### config.mk
export PLATFORM = sky130hd
export DESIGN_NAME = clock_step_ctrl
export DESIGN_NICKNAME = d
export VERILOG_FILES = /design/src/rtl/clock_step_ctrl_pkg.sv /design/src/rtl/btn_debounce.sv /design/src/rtl/clock_step_ctrl.sv
export SDC_FILE = /design/constraint.sdc
export NUM_CORES = 1
export LEC_CHECK = 0
export ABC_CLOCK_PERIOD_IN_PS = 5040
export CAP_MARGIN = 20
export CORE_MARGIN = 5
export CORE_UTILIZATION = 34
export DETAILED_ROUTE_END_ITERATION = 8
export MAX_ROUTING_LAYER = met4
export PLACE_DENSITY_LB_ADDON = 0.08
export SYNTH_ARGS = -nofsm -noshare
export SYNTH_HDL_FRONTEND = slang
export SYNTH_HIERARCHICAL = 1
export SYNTH_SLANG_ARGS = --single-unit
### constraint.sdc
create_clock -name clock -period 5.04 [get_ports clock]
set_input_delay 0.756 -clock clock [delete_from_list [all_inputs] [get_ports clock]]
set_output_delay 0.756 -clock clock [all_outputs]
set_load 0.005 [all_outputs]
### src/rtl/clock_step_ctrl_pkg.sv
// Shared definitions for the front-panel clock step controller: step FSM
// encodings and the default timing values also used by the board top.
package clock_step_ctrl_pkg;

  localparam int DEB_CNT_DEFAULT   = 50000;
  localparam int STEP_HIGH_DEFAULT = 4;

  typedef enum logic [1:0] {
    ST_IDLE = 2'd0,
    ST_HIGH = 2'd1,
    ST_LOW  = 2'd2
  } step_state_e;

endpackage

### src/rtl/btn_debounce.sv
// Push-button conditioner: 2-FF synchronizer, stability-count debouncer and a
// registered one-cycle pulse on each accepted rising level.
module btn_debounce #(
  parameter int DEB_CNT = 50000,
  parameter int DEB_W   = 16
) (
  input  logic clock,
  input  logic reset,
  input  logic btn_i,
  output logic level_o,
  output logic rise_o
);

  localparam logic [DEB_W-1:0] CNT_LAST = DEB_W'(DEB_CNT - 1);

  logic             sync1_q, sync2_q;
  logic             level_q, level_d;
  logic             level_dly_q;
  logic             rise_q;
  logic [DEB_W-1:0] cnt_q, cnt_d;

  // The counter only runs while the synchronized input disagrees with the
  // accepted level; any agreeing sample restarts the stability window.
  always_comb begin
    // NOTE: every always_comb output gets a default first so no path can infer a latch.
    level_d = level_q;
    cnt_d   = '0;
    if (sync2_q != level_q) begin
      if (cnt_q == CNT_LAST) begin
        level_d = ~level_q;
      end else begin
        cnt_d = cnt_q + 1'b1;
      end
    end
  end

  always_ff @(posedge clock or posedge reset) begin
    if (reset) begin
      sync1_q     <= 1'b0;
      sync2_q     <= 1'b0;
      level_q     <= 1'b0;
      level_dly_q <= 1'b0;
      rise_q      <= 1'b0;
      cnt_q       <= '0;
    end else begin
      // NOTE: non-blocking assignments so every flop samples pre-edge values.
      sync1_q     <= btn_i;
      sync2_q     <= sync1_q;
      level_q     <= level_d;
      level_dly_q <= level_q;
      rise_q      <= level_q & ~level_dly_q;
      cnt_q       <= cnt_d;
    end
  end

  assign level_o = level_q;
  assign rise_o  = rise_q;

endmodule

### src/rtl/clock_step_ctrl.sv
// Front-panel controller: debounces mode/step buttons, tracks manual mode and
// issues fixed-width step pulses, singly or in bursts.
module clock_step_ctrl
  import clock_step_ctrl_pkg::*;
#(
  parameter int DEB_CNT   = DEB_CNT_DEFAULT,
  parameter int DEB_W     = 16,
  parameter int STEP_HIGH = STEP_HIGH_DEFAULT,
  parameter int BURST_W   = 8
) (
  input  logic               clock,
  input  logic               reset,
  input  logic               btn_mode,
  input  logic               btn_step,
  input  logic               burst_en,
  input  logic [BURST_W-1:0] burst_len,
  output logic               change,
  output logic               step,
  output logic               manual_mode,
  output logic               busy,
  output logic [15:0]        step_count
);

  localparam int            PH_W    = (STEP_HIGH > 1) ? $clog2(STEP_HIGH) : 1;
  localparam logic [PH_W-1:0] PH_LAST = PH_W'(STEP_HIGH - 1);

  logic mode_rise, step_rise;
  logic step_level_unused;

  step_state_e        state_q, state_d;
  logic [PH_W-1:0]    phase_q, phase_d;
  logic [BURST_W-1:0] remaining_q, remaining_d;
  logic [15:0]        count_q, count_d;
  logic               manual_q, manual_d;
  logic               step_q, step_d;
  logic               busy_q, busy_d;

  btn_debounce #(.DEB_CNT(DEB_CNT), .DEB_W(DEB_W)) u_mode_deb (
    .clock   (clock),
    .reset   (reset),
    .btn_i   (btn_mode),
    .level_o (change),
    .rise_o  (mode_rise)
  );

  btn_debounce #(.DEB_CNT(DEB_CNT), .DEB_W(DEB_W)) u_step_deb (
    .clock   (clock),
    .reset   (reset),
    .btn_i   (btn_step),
    .level_o (step_level_unused),
    .rise_o  (step_rise)
  );

  // A mode press always wins: it toggles the mode and aborts any pulse train.
  always_comb begin
    state_d     = state_q;
    phase_d     = phase_q;
    remaining_d = remaining_q;
    count_d     = count_q;
    manual_d    = manual_q;
    if (mode_rise) begin
      manual_d = ~manual_q;
      state_d  = ST_IDLE;
      phase_d  = '0;
    end else begin
      unique case (state_q)
        ST_IDLE: begin
          if (step_rise && manual_q) begin
            state_d     = ST_HIGH;
            phase_d     = '0;
            remaining_d = (burst_en && (burst_len != '0)) ? burst_len : BURST_W'(1);
            count_d     = count_q + 16'd1;
          end
        end
        ST_HIGH: begin
          if (phase_q == PH_LAST) begin
            state_d = ST_LOW;
            phase_d = '0;
          end else begin
            phase_d = phase_q + 1'b1;
          end
        end
        ST_LOW: begin
          if (phase_q == PH_LAST) begin
            phase_d     = '0;
            remaining_d = remaining_q - 1'b1;
            if (remaining_q == BURST_W'(1)) begin
              state_d = ST_IDLE;
            end else begin
              state_d = ST_HIGH;
              count_d = count_q + 16'd1;
            end
          end else begin
            phase_d = phase_q + 1'b1;
          end
        end
        default: state_d = ST_IDLE;
      endcase
    end
    step_d = (state_d == ST_HIGH);
    busy_d = (state_d != ST_IDLE);
  end

  always_ff @(posedge clock or posedge reset) begin
    if (reset) begin
      state_q     <= ST_IDLE;
      phase_q     <= '0;
      remaining_q <= '0;
      count_q     <= '0;
      manual_q    <= 1'b0;
      step_q      <= 1'b0;
      busy_q      <= 1'b0;
    end else begin
      state_q     <= state_d;
      phase_q     <= phase_d;
      remaining_q <= remaining_d;
      count_q     <= count_d;
      manual_q    <= manual_d;
      step_q      <= step_d;
      busy_q      <= busy_d;
    end
  end

  assign step        = step_q;
  assign busy        = busy_q;
  assign manual_mode = manual_q;
  assign step_count  = count_q;

endmodule

==> results.yml, run 1 <==
status:
  outcome: "complete, no violations"
route:
  drtPass1Iterations: 4
  drt-initial-drc-count: 127
  num_vias: 2574
  viasPerCell: 4.88
  wl_per_cell_um: 14.0
  drcViolationCount: 0
  wirelength_um: 7390
  antenna_left: 0
run:
  drv_cap: 0
pwr:
  seqPwrFrac: 0.432
  finalPower_mw: 1.39
  ir_worst_vdd_v: 0.000173
  swShare: 0.203
  power_frac_comb: 0.031
  leakagePower_nw: 1.94
  p_per_area_nw_per_um2: 300
  pwr-share-clk: 0.537
  p_sw_uw: 282
  intPower_mw: 1.11
logic_synthesis:
  ys_seq_area_frac: 0.478
  synth_cell_types: 49
  synth_edf_count: 0
  syn_area_per_cell_um2: 11.1
  synthFlopType: "dfrtp_1"
  synth_nets: 368
  syn_inst: 345
  synth-seq-cells: 73
  async_reset_ff_frac: 1.00
  netlist_area_um2: 3820
  yosysWarnings: 6
cells_and_area:
  nets: 405
  postLayoutCellArea_um2: 4630
  n_antenna_cell: 0
  areaGrowthSynthToFinish_pct: 21.0
  fillers: 1088
  fin_cells: 527
  drive_gt1_frac: 0.181
  utilization: 0.423
critical_path:
  crit_start: "state_q[0]"
  rrSetupSlack_ns: 2.66
  cp_data_required_time_ns: 5.25
  r2r_end: "remaining_q[0]"
  worstPathCellList: "inv_1 > ha_1 > nor2b_1 > nor3_4 > nand2_2 > nor3b_1 > a211o_1"
  worstRegToRegCells: 7
  end_kind: "flop"
  crit_cells: 7
  worstReg2RegStart: "state_q[0]"
  arrival_ns: 2.59
  cp-start-kind: "flop"
  crit_path_end: "remaining_q[0]"
  crit_buf_inv: 1
  path_max_fanout: 21
  crit_family: "simple AND/OR/NAND/NOR gates"
  worst_path_largest_cell_delay_ns: 0.65
  crit_slowest_cell: "ha_1"
  crit_type: "flop to flop"
clocking:
  cts_max_path_buffers: 2
  clock-sinks: 73
  numCtsBuffers: 9
  cts_tree: "built"
  hold_buffers: 0
  post_cts_buffers: 0
  cts_max_level: 3
  root_buffer: "clkbuf_16"
  clk_latency_ns: 0.32
  cts_resized: 0
  path_clk_slew_ns: 0.06
placed_design:
  place.gp.congestion: 0.771
  place_inst: 511
  dpl.hpwl_um: 5090
  dp_slack_ns: 2.69
  port_buffers: 32
  postPlaceCellArea_um2: 4270
die:
  num_rows: 38
  die_area_um2: 13500
  die_w_um: 116
  core-area_um2: 10900
  start_util: 0.350
  io_pins: 33
  die_y_um: 116
sta:
  finalHoldViolCount: 0
  final.setup.worst_slack_ns: 2.66
  setup_viol: 0
  slew_headroom: 0.421
  worst_clock_skew_ns: 0.00737
  max_slew.worst_pin.slew_ns: 0.868
  maxClockFrequency_mhz: 421
  rsz0062_at_grt: "false"
  finalCritPeriodShare: 0.472
  fin_hold_ws_ns: 0.346
  finalCriticalPeriod_ns: 2.38
  slew_viol_final: 0
  finalSetupTns_ns: 0
global_routing:
  overflow: 0
  grt_usage: 0.124
  antenna_found_initial: 0
  grt_start_max_net_pins: 32
  grt_pass1_vias: 2607
  grt_pass1_wl_um: 12900
min_path:
  worstHoldPathType: "flop to flop"
per-layer routing:
| layer | vias to the layer above | GRT usage | routed length (um) |
|---|---|---|---|
| met5 | - | - | 0 |
| met1 | 1257 | 0.168 | 3730 |
| met4 | 0 | 0.0348 | 68 |
| met2 | 30 | 0.183 | 3330 |
| met3 | 4 | 0.0329 | 258 |
| li1 | 1283 | - | - |
cells in the final DEF, fill, tap and decap left out, types with 6 or more instances in the layout:
cell type / count
inv_1: 18
xor2_1: 15
o21ai_0: 9
dfrtp_1: 73
nand3_1: 12
clkbuf_16: 9
xnor2_1: 31
nor3_1: 11
ha_1: 10
nand2_1: 16
and3_1: 7
clkdlybuf4s50_1: 32
nand3_2: 6
nor2_1: 25
nor4_2: 7
nor2_2: 20
a21oi_1: 8
nand4_1: 9
sequential cells by signal, summed over array words and instances, names as in the netlist, 2 cells and up:
name	flops
phase_q	2
step_count	16
u_step_deb/cnt_q	16
u_mode_deb/cnt_q	16
remaining_q	8
state_q	2
cell usage after synthesis, types with 3 or more instances:
cell / count / share of area
ha_1: 10 / 0.033
buf_6: 3 / 0.0088
a32oi_1: 3 / 0.0069
nor4_2: 7 / 0.023
nand2_2: 3 / 0.0049
a31oi_1: 4 / 0.0065
nor2b_1: 4 / 0.0065
nor4_1: 3 / 0.0049
nor2_1: 25 / 0.025
inv_1: 18 / 0.018
a21oi_1: 8 / 0.010
nand3_1: 12 / 0.016
xnor2_1: 31 / 0.071
xor2_1: 15 / 0.034
nor2_2: 20 / 0.033
and3_1: 7 / 0.011
nor3_1: 11 / 0.014
nor4_4: 4 / 0.022
dfrtp_1: 73 / 0.48
nand4_1: 9 / 0.015
nor3b_1: 3 / 0.0059
nand3_2: 6 / 0.016
nor4bb_1: 4 / 0.010
o21ai_0: 9 / 0.012
nand2_1: 16 / 0.016
final cells by class:
class / instances / area, um^2 / share of cell area
clock inverters: 6 / 114 / 0.0246
well taps: 140 / 175 / 0.0379
flip-flops and latches: 73 / 1830 / 0.395
clock buffers: 10 / 239 / 0.0516
inverters: 18 / 67.6 / 0.0146
multi-input cells: 247 / 1880 / 0.406
repair buffers: 33 / 328 / 0.0708
how the worst min path moves through the flow:
stage | start | to | slack (ns) | cells past startpoint
after floorplan | u_mode_deb/sync1_q | u_mode_deb/sync2_q | 0.33 | 0
after global placement | u_step_deb/sync1_q | u_step_deb/sync2_q | 0.33 | 0
after detailed placement | u_step_deb/sync1_q | u_step_deb/sync2_q | 0.34 | 0
after CTS | u_step_deb/sync1_q | u_step_deb/sync2_q | 0.35 | 0
after global routing | u_mode_deb/sync1_q | u_mode_deb/sync2_q | 0.37 | 0
final | u_mode_deb/sync1_q | u_mode_deb/sync2_q | 0.35 | 0
logic make-up after synthesis:
| logic type | count (synthesis) | synth area share |
|---|---|---|
| buf+inv | 25 | 0.0311 |
| xor+xnor | 46 | 0.105 |
| compound gates | 35 | 0.0579 |
| mux | 3 | 0.00851 |
| fa+ha+maj | 10 | 0.0327 |
| flops | 73 | 0.478 |
| simple gates | 153 | 0.286 |
power groups by stage:
stage / registers, mW / clock network (mW) / logic (mW)
after floorplan: 0.610 / 0 / 0.0272
after global placement: 0.611 / 0 / 0.0454
after detailed placement: 0.611 / 0 / 0.0456
after CTS: 0.600 / 0.773 / 0.0457
after global routing: 0.601 / 0.803 / 0.0504
final: 0.600 / 0.746 / 0.0436
Power figures use the tool's default switching activity.
==> run 2: changes to the inputs <==
--- a/config.mk
+++ b/config.mk
@@ -5,7 +5,7 @@
 export SDC_FILE = /design/constraint.sdc
 export NUM_CORES = 1
 export LEC_CHECK = 0
-export ABC_CLOCK_PERIOD_IN_PS = 5040
+export ABC_CLOCK_PERIOD_IN_PS = 2430
 export CAP_MARGIN = 20
 export CORE_MARGIN = 5
 export CORE_UTILIZATION = 34
==> constraint.sdc (replaced) <==
create_clock -name clock -period 2.43 [get_ports clock]
set_input_delay 0.3645 -clock clock [delete_from_list [all_inputs] [get_ports clock]]
set_output_delay 0.3645 -clock clock [all_outputs]
set_load 0.005 [all_outputs]
==> results.yml, run 2 (same netlist as run 1, synthesis figures left out) <==
critical_path:
  crit_type: "flop to flop"
  crit_slowest_cell: "dfrtp_1"
  arrival_ns: 2.22
  crit_family: "compound AO/OA/AOI/OAI gates"
  worst_path_largest_cell_delay_ns: 0.41
  worstPathCellList: "inv_1 > ha_1 > a21boi_1 > nor3_4 > nand2_2 > nor3b_1 > a211o_1"
  crit_buf_inv: 1
  worstRegToRegCells: 7
  cp-start-kind: "flop"
  r2r_end: "remaining_q[0]"
  end_kind: "flop"
  worstReg2RegStart: "state_q[0]"
  path_max_fanout: 17
  rrSetupSlack_ns: 0.43
  cp_data_required_time_ns: 2.65
clocking:
  hold_buffers: 0
  cts_tree: "built"
  cts_max_path_buffers: 2
  cts_resized: 0
  cts_max_level: 3
  post_cts_buffers: 0
  numCtsBuffers: 9
  root_buffer: "clkbuf_16"
  clock-sinks: 73
  path_clk_slew_ns: 0.06
  clk_latency_ns: 0.33
route:
  viasPerCell: 4.90
  drcViolationCount: 0
  wirelength_um: 7210
  drtPass1Iterations: 4
  num_vias: 2599
  wl_per_cell_um: 13.6
  antenna_left: 0
  drt-initial-drc-count: 153
pwr:
  p_per_area_nw_per_um2: 579
  ir_worst_vdd_v: 0.000291
  leakagePower_nw: 1.94
cells_and_area:
  drive_gt1_frac: 0.185
  fillers: 1050
  postLayoutCellArea_um2: 4590
  nets: 408
  layout_commonest_cell: "dfrtp_1"
  areaGrowthSynthToFinish_pct: 20.2
  seqCellArea_um2: 1830
  n_antenna_cell: 0
  multi_input_area_um2: 1880
  mostFrequentLayoutCells: "73 x dfrtp_1, 32 x clkdlybuf4s50_1, 31 x xnor2_1"
global_routing:
  grt_usage: 0.122
  grt_start_max_net_pins: 32
  overflow: 0
  grt_pass1_vias: 2604
  antenna_found_initial: 0
  grt_pass1_wl_um: 12700
sta:
  rsz0062_at_grt: "false"
  finalSetupTns_ns: 0
  slew_headroom: 0.685
  max_slew.worst_pin.slew_ns: 0.469
  setup_viol: 0
  finalHoldViolCount: 0
  worst_clock_skew_ns: 0.00574
  finalCritPeriodShare: 0.824
  finalCriticalPeriod_ns: 2.00
  maxClockFrequency_mhz: 500
  slew_viol_final: 0
die:
  die_area_um2: 13500
  core-area_um2: 10900
  start_util: 0.350
  num_rows: 38
  die_y_um: 116
  die_w_um: 116
  io_pins: 33
min_path:
  holdPathStages: 0
  hp-start: "u_step_deb/sync1_q"
  worstHoldPathType: "flop to flop"
  hold_end: "u_step_deb/sync2_q"
placed_design:
  place.gp.congestion: 0.784
  dpl.hpwl_um: 5040
  postPlaceCellArea_um2: 4300
  port_buffers: 32
run:
  drv_cap: 0
status:
  outcome: "complete, no violations"
==> run 2: cell types whose count changed in the layout (fill, tap and decap cells not counted) <==
| cell | before | now |
|---|---|---|
| buf_4 | 1 | 4 |
| clkbuf_1 | 0 | 1 |
| clkinv_2 | 0 | 2 |
| inv_6 | 1 | 0 |
| bufinv_16 | 3 | 1 |
==> run 2: worst max path at each step <==
stage	startpoint	to	slack (ns)	cells past startpoint
floorplan	state_q[0]	step_count[7]	0.62	8
global placement	state_q[0]	step_count[7]	0.48	7
detailed placement	state_q[0]	remaining_q[0]	0.44	7
CTS	state_q[0]	step_count[7]	0.43	7
global route	state_q[0]	remaining_q[0]	0.26	7
finish	state_q[0]	remaining_q[0]	0.43	7
==> run 2: layout make-up <==
cell class	count	area share
Clock inverter	5	0.0120
Inverter	18	0.0147
Multi-Input combinational cell	247	0.408
Clock buffer	11	0.0528
Tap cell	140	0.0381
Timing Repair Buffer	36	0.0763
Sequential cell	73	0.398
==> run 2: power by group <==
part	leakage, nW	internal (mW)	switching, mW
Clock	0.142	0.819	0.503
Combinational	0.819	0.0377	0.0548
Sequential	0.975	1.23	0.0164
==> run 2: metal layers <==
metal,part of all wire,track usage,up-vias
li1,-,-,1297
met1,0.50,0.163,1258
met2,0.45,0.181,34
met3,0.037,0.0272,10
met4,0.013,0.0441,0
met5,0,-,-
==> run 2: worst reg2reg max path, cell delays in order (launching register included) <==
cell and delay, ns:
dfrtp_1 0.41, inv_1 0.15, ha_1 0.26, a21boi_1 0.33, nor3_4 0.11, nand2_2 0.27
nor3b_1 0.10, a211o_1 0.27
==> run 2: through the flow <==
| step | utilization | setup slack (ns) | total power, mW | hold WS [ns] | cells |
|---|---|---|---|---|---|
| CTS | 0.420 | 0.435 | 2.70 | 0.350 | 530 |
| global route | 0.420 | 0.264 | 2.77 | 0.357 | 530 |
| finish | 0.420 | 0.428 | 2.66 | 0.347 | 530 |
| detailed placement | 0.393 | 0.438 | 1.36 | 0.337 | 514 |
| global placement | 0.393 | 0.485 | 1.36 | 0.333 | 514 |
| floorplan | - | 0.615 | 1.32 | 0.331 | 345 |
==> run 3: changes to the inputs <==
--- a/config.mk
+++ b/config.mk
@@ -5,7 +5,7 @@
 export SDC_FILE = /design/constraint.sdc
 export NUM_CORES = 1
 export LEC_CHECK = 0
-export ABC_CLOCK_PERIOD_IN_PS = 2430
+export ABC_CLOCK_PERIOD_IN_PS = 1830
 export CAP_MARGIN = 20
 export CORE_MARGIN = 5
 export CORE_UTILIZATION = 34
==> constraint.sdc (replaced) <==
create_clock -name clock -period 1.83 [get_ports clock]
set_input_delay 0.2745 -clock clock [delete_from_list [all_inputs] [get_ports clock]]
set_output_delay 0.2745 -clock clock [all_outputs]
set_load 0.005 [all_outputs]
==> results.yml, run 3 (same netlist as run 1, synthesis figures left out) <==
status:
  outcome: "complete, no violations"
critical_path:
  worstRegToRegCells: 7
  worstReg2RegStart: "remaining_q[1]"
  crit_type: "flop to flop"
  worstPathCellList: "inv_2 > ha_1 > nor4b_4 > nand3_2 > and3b_2 > and3_1 > xor2_1"
  crit_start: "remaining_q[1]"
  worst_path_largest_cell_delay_ns: 0.40
  cp-start-kind: "flop"
  cp_data_required_time_ns: 2.03
  arrival_ns: 1.95
  end_kind: "flop"
  path_max_fanout: 6
  crit_slowest_cell: "dfrtp_1"
route:
  drcViolationCount: 0
  wirelength_um: 7400
  drt-initial-drc-count: 147
  num_vias: 2650
  drtPass1Iterations: 4
  viasPerCell: 4.82
  wl_per_cell_um: 13.4
  antenna_left: 0
clocking:
  cts_tree: "built"
  clk_latency_ns: 0.32
  clock-sinks: 73
  root_buffer: "clkbuf_16"
  numCtsBuffers: 9
  cts_max_path_buffers: 2
  cts_max_level: 3
  path_clk_slew_ns: 0.06
sta:
  finalCritPeriodShare: 0.957
  slew_headroom: 0.673
  maxClockFrequency_mhz: 571
  finalCriticalPeriod_ns: 1.75
  fin_hold_ws_ns: 0.344
  max_slew.worst_pin.slew_ns: 0.487
  finalHoldViolCount: 0
  setup_viol: 0
  slew_viol_final: 0
  rsz0062_at_grt: "true"
  worst_clock_skew_ns: 0.00940
die:
  die_w_um: 116
  io_pins: 33
  die_y_um: 116
  start_util: 0.350
  num_rows: 38
  die_area_um2: 13500
  core-area_um2: 10900
pwr:
  ir_worst_vdd_v: 0.000502
  finalPower_mw: 3.81
  leakagePower_nw: 2.10
  seqPwrFrac: 0.433
  p_sw_uw: 747
  intPower_mw: 3.06
  p_per_area_nw_per_um2: 781
  power_frac_comb: 0.037
  swShare: 0.196
  pwr-share-clk: 0.529
cells_and_area:
  drive_gt1_frac: 0.249
  areaGrowthSynthToFinish_pct: 27.6
  n_antenna_cell: 0
  mostFrequentLayoutCells: "72 x dfrtp_1, 32 x clkdlybuf4s50_1, 31 x xnor2_1"
  postLayoutCellArea_um2: 4880
  layout_commonest_cell: "dfrtp_1"
  nets: 428
min_path:
  worstHoldPathType: "primary input to async pin"
global_routing:
  grt_pass1_wl_um: 12800
  overflow: 0
  grt_start_max_net_pins: 23
  grt_usage: 0.121
  antenna_found_initial: 0
  grt_pass1_vias: 2645
placed_design:
  port_buffers: 32
  dpl.hpwl_um: 5260
  place.gp.congestion: 0.795
  postPlaceCellArea_um2: 4440
run:
  drv_cap: 0
==> run 3: cell count changes in the layout (fill, tap and decap cells not counted), sizes merged <==
cell / delta
bufinv: +2
buf: +20
clkinvlp: -1
clkinv: -1
==> run 3: area by class of cell <==
class                      count  area, um^2
fill                        1031        6060
multi-input combinational    247        1930
sequential                    73        1830
timing repair buffer          56         529
clock buffer                  11         243
tap                          140         175
clock inverter                 5         103
inverter                      18        67.6
==> run 3: power by group through the flow <==
stage          Combinational (mW)  Sequential, mW  Clock [mW]
2_1_floorplan              0.0749            1.68           0
3_3_place_gp                0.145            1.68           0
3_5_place_dp                0.145            1.68           0
4_1_cts                     0.146            1.65        2.09
5_1_grt                     0.164            1.65        2.17
6_report                    0.143            1.65        2.02
==> run 3: layer usage <==
layer / global-route usage / vias to the layer above / part of all wire
li1: - / 1332 / -
met1: 0.171 / 1282 / 0.51
met2: 0.175 / 32 / 0.45
met3: 0.0240 / 4 / 0.033
met4: 0.0402 / 0 / 0.0085
met5: - / - / 0
==> run 3: timing repair <==
item | CTS | global route
setup buffers | 0 | 3
hold buffers | 0 | 0
endpoints found under the setup margin | 0 | 20
gates resized for setup | 0 | 17
==> run 3: path summary, 6_finish.rpt <==
kind                                           end  slack (ns)
worst max-delay path                 step_count[7]        0.08
worst min-delay path                    phase_q[1]        0.34
worst max register to register       step_count[7]        0.08
worst min register to register  u_mode_deb/sync2_q        0.35
max in group asynchronous           remaining_q[5]        1.18
min in group clock              u_mode_deb/sync2_q        0.35
==> run 3: worst max-delay path, delay by kind of cell, from the launching register on <==
family,cells,cell delay [ns]
AND/OR/NAND/NOR,4,0.86
flip-flops,1,0.40
adder cells (fa/ha/maj),1,0.16
XOR/XNOR,1,0.13
buffers and inverters,1,0.07
==> run 3: metrics by stage <==
step | setup TNS (ns) | worst slack (ns) | utilization | cells
finish | 0 | 0.0785 | 0.446 | 550
global route | -0.0979 | -0.0278 | 0.446 | 550
CTS | 0 | 0.00950 | 0.437 | 547
detailed placement | -0.0194 | -0.0194 | 0.406 | 531
global placement | 0 | 0.0310 | 0.406 | 531
floorplan | 0 | 0.0150 | - | 345
